$ cat config.mk
export PLATFORM = sky130hd
export DESIGN_NAME = wb_master_seq
export DESIGN_NICKNAME = d
export VERILOG_FILES = /design/src/rtl/wb_master_seq.sv
export SDC_FILE = /design/constraint.sdc
export NUM_CORES = 1
export LEC_CHECK = 0
export CAP_MARGIN = 30
export CORE_MARGIN = 10
export CORE_UTILIZATION = 45
export DETAILED_ROUTE_END_ITERATION = 7
export PLACE_DENSITY_LB_ADDON = 0.05
export SLEW_MARGIN = 10
export SYNTH_ARGS = -nofsm -noshare
export SYNTH_HDL_FRONTEND = slang
export SYNTH_SLANG_ARGS = --single-unit
$ cat constraint.sdc
create_clock -name WB_CLK -period 3.8 [get_ports WB_CLK]
set_clock_uncertainty 0.05 [all_clocks]
set_input_delay 0.76 -clock WB_CLK [delete_from_list [all_inputs] [get_ports WB_CLK]]
set_output_delay 0.76 -clock WB_CLK [all_outputs]
set_load 0.01 [all_outputs]
$ cat src/rtl/wb_master_seq.sv
`default_nettype none
// ---------------------------------------------------------------------------
// wb_master_seq : valid/ready command stream to single Wishbone classic cycles
// Rev 1.0
// ---------------------------------------------------------------------------
module wb_master_seq #(
  parameter int                   ADDRWIDTH          = 17,
  parameter int                   DATAWIDTH          = 32,
  parameter int                   TIMEOUT_CYCLES     = 255,
  parameter int                   TIMEOUT_WIDTH      = 8,
  parameter logic [DATAWIDTH-1:0] TIMEOUT_READ_VALUE = 32'hBADFABAC,
  parameter int                   ERRCNT_WIDTH       = 8
) (
  input  logic                     WB_CLK,
  input  logic                     WB_RST,
  input  logic                     cmd_valid_i,
  output logic                     cmd_ready_o,
  input  logic                     cmd_we_i,
  input  logic [ADDRWIDTH-1:0]     cmd_adr_i,
  input  logic [DATAWIDTH/8-1:0]   cmd_byte_stb_i,
  input  logic [DATAWIDTH-1:0]     cmd_dat_i,
  output logic                     rsp_valid_o,
  input  logic                     rsp_ready_i,
  output logic [DATAWIDTH-1:0]     rsp_dat_o,
  output logic                     rsp_err_o,
  output logic [ADDRWIDTH-1:0]     WBm_ADR_o,
  output logic                     WBm_CYC_o,
  output logic                     WBm_STB_o,
  output logic                     WBm_WE_o,
  output logic                     WBm_RD_o,
  output logic [DATAWIDTH/8-1:0]   WBm_BYTE_STB_o,
  output logic [DATAWIDTH-1:0]     WBm_WR_DAT_o,
  input  logic [DATAWIDTH-1:0]     WBm_RD_DAT_i,
  input  logic                     WBm_ACK_i,
  output logic                     busy_o,
  output logic [ERRCNT_WIDTH-1:0]  err_cnt_o
);

  localparam logic [TIMEOUT_WIDTH-1:0] TMO_LAST = TIMEOUT_WIDTH'(TIMEOUT_CYCLES - 1);

  typedef enum logic [1:0] {
    IDLE = 2'd0,
    BUS  = 2'd1,
    RESP = 2'd2
  } state_t;

  state_t                   state_q;
  logic                     cmd_ready_q;
  logic                     cyc_q;
  logic                     stb_q;
  logic                     we_q;
  logic                     rd_q;
  logic [ADDRWIDTH-1:0]     adr_q;
  logic [DATAWIDTH/8-1:0]   bstb_q;
  logic [DATAWIDTH-1:0]     wdat_q;
  logic                     rsp_valid_q;
  logic [DATAWIDTH-1:0]     rsp_dat_q;
  logic                     rsp_err_q;
  logic [TIMEOUT_WIDTH-1:0] tmo_q;
  logic [ERRCNT_WIDTH-1:0]  err_cnt_q;

  always_ff @(posedge WB_CLK) begin
    if (WB_RST) begin
      state_q     <= IDLE;
      cmd_ready_q <= 1'b1;
      cyc_q       <= 1'b0;
      stb_q       <= 1'b0;
      we_q        <= 1'b0;
      rd_q        <= 1'b0;
      adr_q       <= '0;
      bstb_q      <= '0;
      wdat_q      <= '0;
      rsp_valid_q <= 1'b0;
      rsp_dat_q   <= '0;
      rsp_err_q   <= 1'b0;
      tmo_q       <= '0;
      err_cnt_q   <= '0;
    end else begin
      case (state_q)
        IDLE: begin
          if (cmd_valid_i && cmd_ready_q) begin
            adr_q       <= cmd_adr_i;
            bstb_q      <= cmd_byte_stb_i;
            wdat_q      <= cmd_dat_i;
            we_q        <= cmd_we_i;
            rd_q        <= ~cmd_we_i;
            cyc_q       <= 1'b1;
            stb_q       <= 1'b1;
            tmo_q       <= '0;
            cmd_ready_q <= 1'b0;
            state_q     <= BUS;
          end
        end
        BUS: begin
          // ACK is checked first so it wins over a timeout in the same cycle
          if (WBm_ACK_i) begin
            cyc_q       <= 1'b0;
            stb_q       <= 1'b0;
            we_q        <= 1'b0;
            rd_q        <= 1'b0;
            rsp_valid_q <= 1'b1;
            rsp_err_q   <= 1'b0;
            rsp_dat_q   <= we_q ? '0 : WBm_RD_DAT_i;
            state_q     <= RESP;
          end else if (tmo_q == TMO_LAST) begin
            cyc_q       <= 1'b0;
            stb_q       <= 1'b0;
            we_q        <= 1'b0;
            rd_q        <= 1'b0;
            rsp_valid_q <= 1'b1;
            rsp_err_q   <= 1'b1;
            rsp_dat_q   <= we_q ? '0 : TIMEOUT_READ_VALUE;
            if (err_cnt_q != '1) begin
              err_cnt_q <= err_cnt_q + 1'b1;
            end
            state_q     <= RESP;
          end else begin
            tmo_q <= tmo_q + 1'b1;
          end
        end
        RESP: begin
          if (rsp_ready_i) begin
            rsp_valid_q <= 1'b0;
            cmd_ready_q <= 1'b1;
            state_q     <= IDLE;
          end
        end
        default: begin
          state_q     <= IDLE;
          cmd_ready_q <= 1'b1;
        end
      endcase
    end
  end

  assign cmd_ready_o    = cmd_ready_q;
  assign rsp_valid_o    = rsp_valid_q;
  assign rsp_dat_o      = rsp_dat_q;
  assign rsp_err_o      = rsp_err_q;
  assign WBm_ADR_o      = adr_q;
  assign WBm_CYC_o      = cyc_q;
  assign WBm_STB_o      = stb_q;
  assign WBm_WE_o       = we_q;
  assign WBm_RD_o       = rd_q;
  assign WBm_BYTE_STB_o = bstb_q;
  assign WBm_WR_DAT_o   = wdat_q;
  assign busy_o         = (state_q != IDLE);
  assign err_cnt_o      = err_cnt_q;

endmodule
`default_nettype wire
Word level (Yosys, flattened, before mapping)
Cells that the tools add are included.

cells by class
  add/subtract/negate cells = 2
  equal/unequal tests = 9
  mux-type cells = 29
  bitwise gates (word level) = 3
  reduce and logical (&&, ||, !) cells = 14

operators by type and width
  cell                                                 count
  two-way mux 32 bit                                   4
  two-way mux 8 bit                                    3
  adder 8 x 1 -> 8 bit, second input constant          2
  case mux 8 bit (2 select lines)                      1
  AND reduction 3 bit                                  4
  two-way mux 1 bit                                    11
  equality test 8 bit, second input constant           1
  two-way mux 2 bit                                    4
  != test 2 bit, second input constant                 4
  != test 8 bit, second input constant                 1
  case mux 1 bit (2 select lines)                      4
  AND reduction 4 bit                                  2
  nonzero test 2 bit                                   4
  case mux 2 bit (3 select lines)                      1
  AND reduction 2 bit                                  2
  != test 3 bit, second input constant                 1
  NOT 1 bit                                            3
  case mux 1 bit (3 select lines)                      1
  equality test 2 x 1 -> 1 bit, second input constant  1
  equality test 2 bit, second input constant           1
  zero test 2 bit                                      1
  logical AND 1 bit                                    1

word-level totals
  bits in registers = 109
  output and inout bits = 101
  word-level logic and storage cells = 70

Longest topological paths before layout
  word-level depth = 4
  depth in mapped cells = 7
  depth with buffers taken out = 6

Worst setup path after synthesis
Ideal clock, no wire load.

  kind = input-to-reg
  from = in WBm_ACK_i
  to = reg err_cnt_q[3], in the netlist err_cnt_o[3]
  library setup time = 0.070 ns
  arrival time = 2.016 ns
  path slack = 1.664 ns
  stages = 6
  buffers on the path = 2
  cells stage by stage = buf_2 nor3b_4 nand3_2 buf_6 or4_1 a21oi_1

between the ends
  longest elaborated chain between the ends = 2

RTL lines
  item                                  line  RTL
  start: declaration                    34    input logic WBm_ACK_i,
  NOT 1 bit (no source line)            -
  AND reduction 4 bit (no source line)  -
  end signal: assignment                114   err_cnt_q <= err_cnt_q + 1'b1;
  end: declaration                      60    logic [ERRCNT_WIDTH-1:0] err_cnt_q;

No other way between the ends.
A chain may end at the register's enable or synchronous reset.

Worst setup path in the final report
  from = reg state_q[1]
  to = out busy_o

between the ends
  longest elaborated chain between the ends = 1

RTL lines
  item                      line  RTL
  start: declaration        47    state_t state_q;
  start signal: assignment  64    state_q <= IDLE;
  start signal: assignment  91    state_q <= BUS;
  start signal: assignment  104   state_q <= RESP;
  nonzero test 2 bit        147   assign busy_o = (state_q != IDLE);
  end: declaration          35    output logic busy_o,

No other way between the ends.

==> metrics.md <==
| Metric | Value |
|---|---|
| Outcome | finished clean |
| GRT met2 Usage | 32.7% |
| Post-layout instance area | 6490 sq um |
| Die X | 118 microns |
| Total clock sinks | 109 |
| CP Launch Type | flop |
| Fin crit share | 63.7% |
| Die Ht | 118 microns |
| Antenna Cells | 0 |
| Seq/Total Area, Yosys | 50.4% |
| Slew margin rel. | 33.9% |
| # Post-CTS Setup Buffers | 0 |
| YS warnings | 0 |
| Die area | 13900 sq um |
| CP Class | flop to output port |
| Setup_tns | 0 ps |
| I/O pin count | 192 |
| Net Count, Synth | 632 |
| Setup crit end kind | output port |
| WL final | 13800 microns |
| Wire per inst | 16.4 microns |
| Setup ws final | 1380 ps |
| Vias post-DR | 4344 |
| Hold Vio Cnt, Final | 0 |
| Hold_buf cts | 0 |
| Flops & latches, synth | 109 |
| Initial core utilization | 46.6% |
| Count of pins over their slew limit | 0 |
| Total GRT Usage | 19.3% |
| Initial antenna violation count | 0 |
| Mapped Cells | 538 |
| Final setup viols | 0 |
| Skew-Pair Late Insertion Delay | 360 ps |
| GR met1 Demand/Resource | 20.1% |
| Area growth syn-to-layout | 49.9% |
| Lkg Pwr | 2.34 nW |
| Commonest non-fill, non-tap cell in the layout | clkdlybuf4s50_1 |
| Place WS | 888 ps |
| Largest net degree at the start of global routing | 62 |
| Synthesized area per cell | 8.04 sq um |
| Hpwl dp | 10100 microns |
| Gr busiest metal | met2 |
| DRC viols | 0 |
| Row cnt | 35 |
| DR vias/cell | 5.16 |
| CP required | 2990 ps |
| Post-synth cell types | 48 |
| Routed Antenna Nets | 0 |
| Maximum vdd drop | 0.216 mV |
| Grt ovf | 0 |
| Core area | 9280 sq um |
| Number of DRC markers in iteration 0 | 379 |
| TritonCTS clock tree | done |
| Least-Margin Pin Slew | 992 ps |
| Number of global-route vias before repair | 4258 |
| H-tree Lvls | 3 |
| Post-CTS sizing | 0 |
| Router iterations before antenna repair | 4 |
| RePlAce Congestion | 0.771 |
| CP Max Fanout | 7 |
| Fmax achieved | 413 MHz |
| CTS Buffer Depth | 2 |
| Hold crit path type | flop to flop |
| First-pass GRT wire length | 22300 microns |
| RSZ-0062 raised after global routing | false |
| IO Port Bufs | 191 |
| Cell area after technology mapping | 4330 sq um |
| Final Critical Period | 2420 ps |
| Clock buffer count from CTS | 9 |
| Clock Pin Slew Worst Setup and Hold Paths | 110 ps |
| Share of layout cells above drive strength 1 | 4.91% |
| Dpl cell area | 6300 sq um |
| Nets | 803 |
| R2r setup slk | 1430 ps |
| Max-cap violations | 0 |
| Met3 Track Usage GR | 10.8% |
| Most frequent cells in the layout | clkdlybuf4s50_1, nand2_1, a21oi_1, dfxtp_1, nand3_1 |
| PwrDens | 364 nW/um^2 |
| Arr. time, crit path | 1610 ps |
| CTS root buf | clkbuf_8 |
## final cells by class
cell class | count | area, sq um
Timing Repair Buffer | 202 | 1990
Fill cell | 802 | 2800
Inverter | 25 | 93.8
Clock buffer | 9 | 124
Clock inverter | 6 | 56.3
Sequential cell | 109 | 2180
Tap cell | 129 | 161
Multi-Input combinational cell | 362 | 1880
## Yosys cell counts, drive strengths merged
| library cell | n | area, sq um |
|---|---|---|
| or3 | 2 | 12.5 |
| o22ai | 1 | 6.26 |
| a21o | 1 | 7.51 |
| a41o | 1 | 10.0 |
| nor2b | 2 | 12.5 |
| o21ai | 25 | 125 |
| mux2 | 1 | 11.3 |
| nand4b | 1 | 8.76 |
| ha | 3 | 37.5 |
| a41oi | 1 | 8.76 |
| buf | 13 | 65.1 |
| and2 | 1 | 6.26 |
| a2111oi | 1 | 8.76 |
| o21a | 1 | 7.51 |
| a211oi | 2 | 15.0 |
| nand2 | 115 | 432 |
| and3 | 4 | 25.0 |
| o2111ai | 1 | 8.76 |
| a311oi | 1 | 8.76 |
| o211ai | 2 | 15.0 |
| or2 | 2 | 12.5 |
| and4 | 1 | 8.76 |
| o41ai | 2 | 17.5 |
| nand3 | 33 | 170 |
| nor4 | 1 | 6.26 |
| o21bai | 1 | 7.51 |
| nand4 | 3 | 18.8 |
| inv | 25 | 93.8 |
| dfxtp | 109 | 2180 |
| nand2b | 6 | 37.5 |
| a21oi | 110 | 551 |
| a22o | 11 | 96.3 |
| nor3b | 1 | 18.8 |
| mux2i | 1 | 10.0 |
| or4 | 5 | 37.5 |
| nor3 | 3 | 15.0 |
| o31ai | 3 | 22.5 |
| nor2 | 6 | 22.5 |
| xor2 | 1 | 8.76 |
| nand3b | 1 | 7.51 |
| a31oi | 3 | 18.8 |
| and4bb | 1 | 12.5 |
| clkbuf | 29 | 109 |
| a21boi | 1 | 11.3 |
## stage by stage
stage	cells	hold WS, ps	power, mW	utilization, %
2_1_floorplan	538	431	1.46	-
5_1_grt	842	431	2.49	69.9
4_1_cts	841	413	2.39	69.8
3_5_place_dp	826	397	1.73	67.9
3_3_place_gp	826	391	1.72	67.9
6_report	842	409	2.36	69.9
## kinds of logic (layout without fill, tap and decap cells)
logic type                 Yosys count  in the layout  share of synthesized area, %
adders and majority gates            3              3                         0.867
and+or+nand+nor                    188            188                          20.0
xor gates and xnor gates             1              1                         0.202
DFF                                109            109                          50.4
AOI/OAI and AO/OA                  168            168                          21.9
muxes                                2              2                         0.491
buffers and inverters               67            242                          6.19
## flip-flops by register name, summed over array words and instances, names as in the netlist, 2 cells and up
| signal | cells |
|---|---|
| WBm_WR_DAT_o | 32 |
| rsp_dat_o | 32 |
| WBm_ADR_o | 17 |
| err_cnt_o | 8 |
| tmo_q | 8 |
| WBm_BYTE_STB_o | 4 |
| state_q | 2 |
## worst max-delay path, cell delays in order, from the launching register on
cell	delay (ps)
dfxtp_1	520
or2_2	170
clkdlybuf4s50_1	560
## path summary, 6_finish.rpt
kind | from | to | depth (start not counted)
max | state_q[1] | busy_o | 2
min reg2reg | WBm_WR_DAT_o[0] | WBm_WR_DAT_o[0] | 2
min | WBm_WR_DAT_o[0] | WBm_WR_DAT_o[0] | 2
max reg2reg | tmo_q[0] | rsp_dat_o[21] | 6
## where the power goes
group	switching (mW)	leakage, nW	internal [mW]	total [mW]
Sequential	0.0348	0.888	1.20	1.24
Clock	0.410	0.0897	0.249	0.659
Combinational	0.220	1.37	0.244	0.464
Total	0.664	2.34	1.70	2.36
## per-layer routing
layer | wire length, microns | part of all wire, %
met3 | 1440 | 10
met5 | 0 | 0
met2 | 6990 | 51
met4 | 157 | 1.1
met1 | 5230 | 38
(Power assumes the default switching activity.)
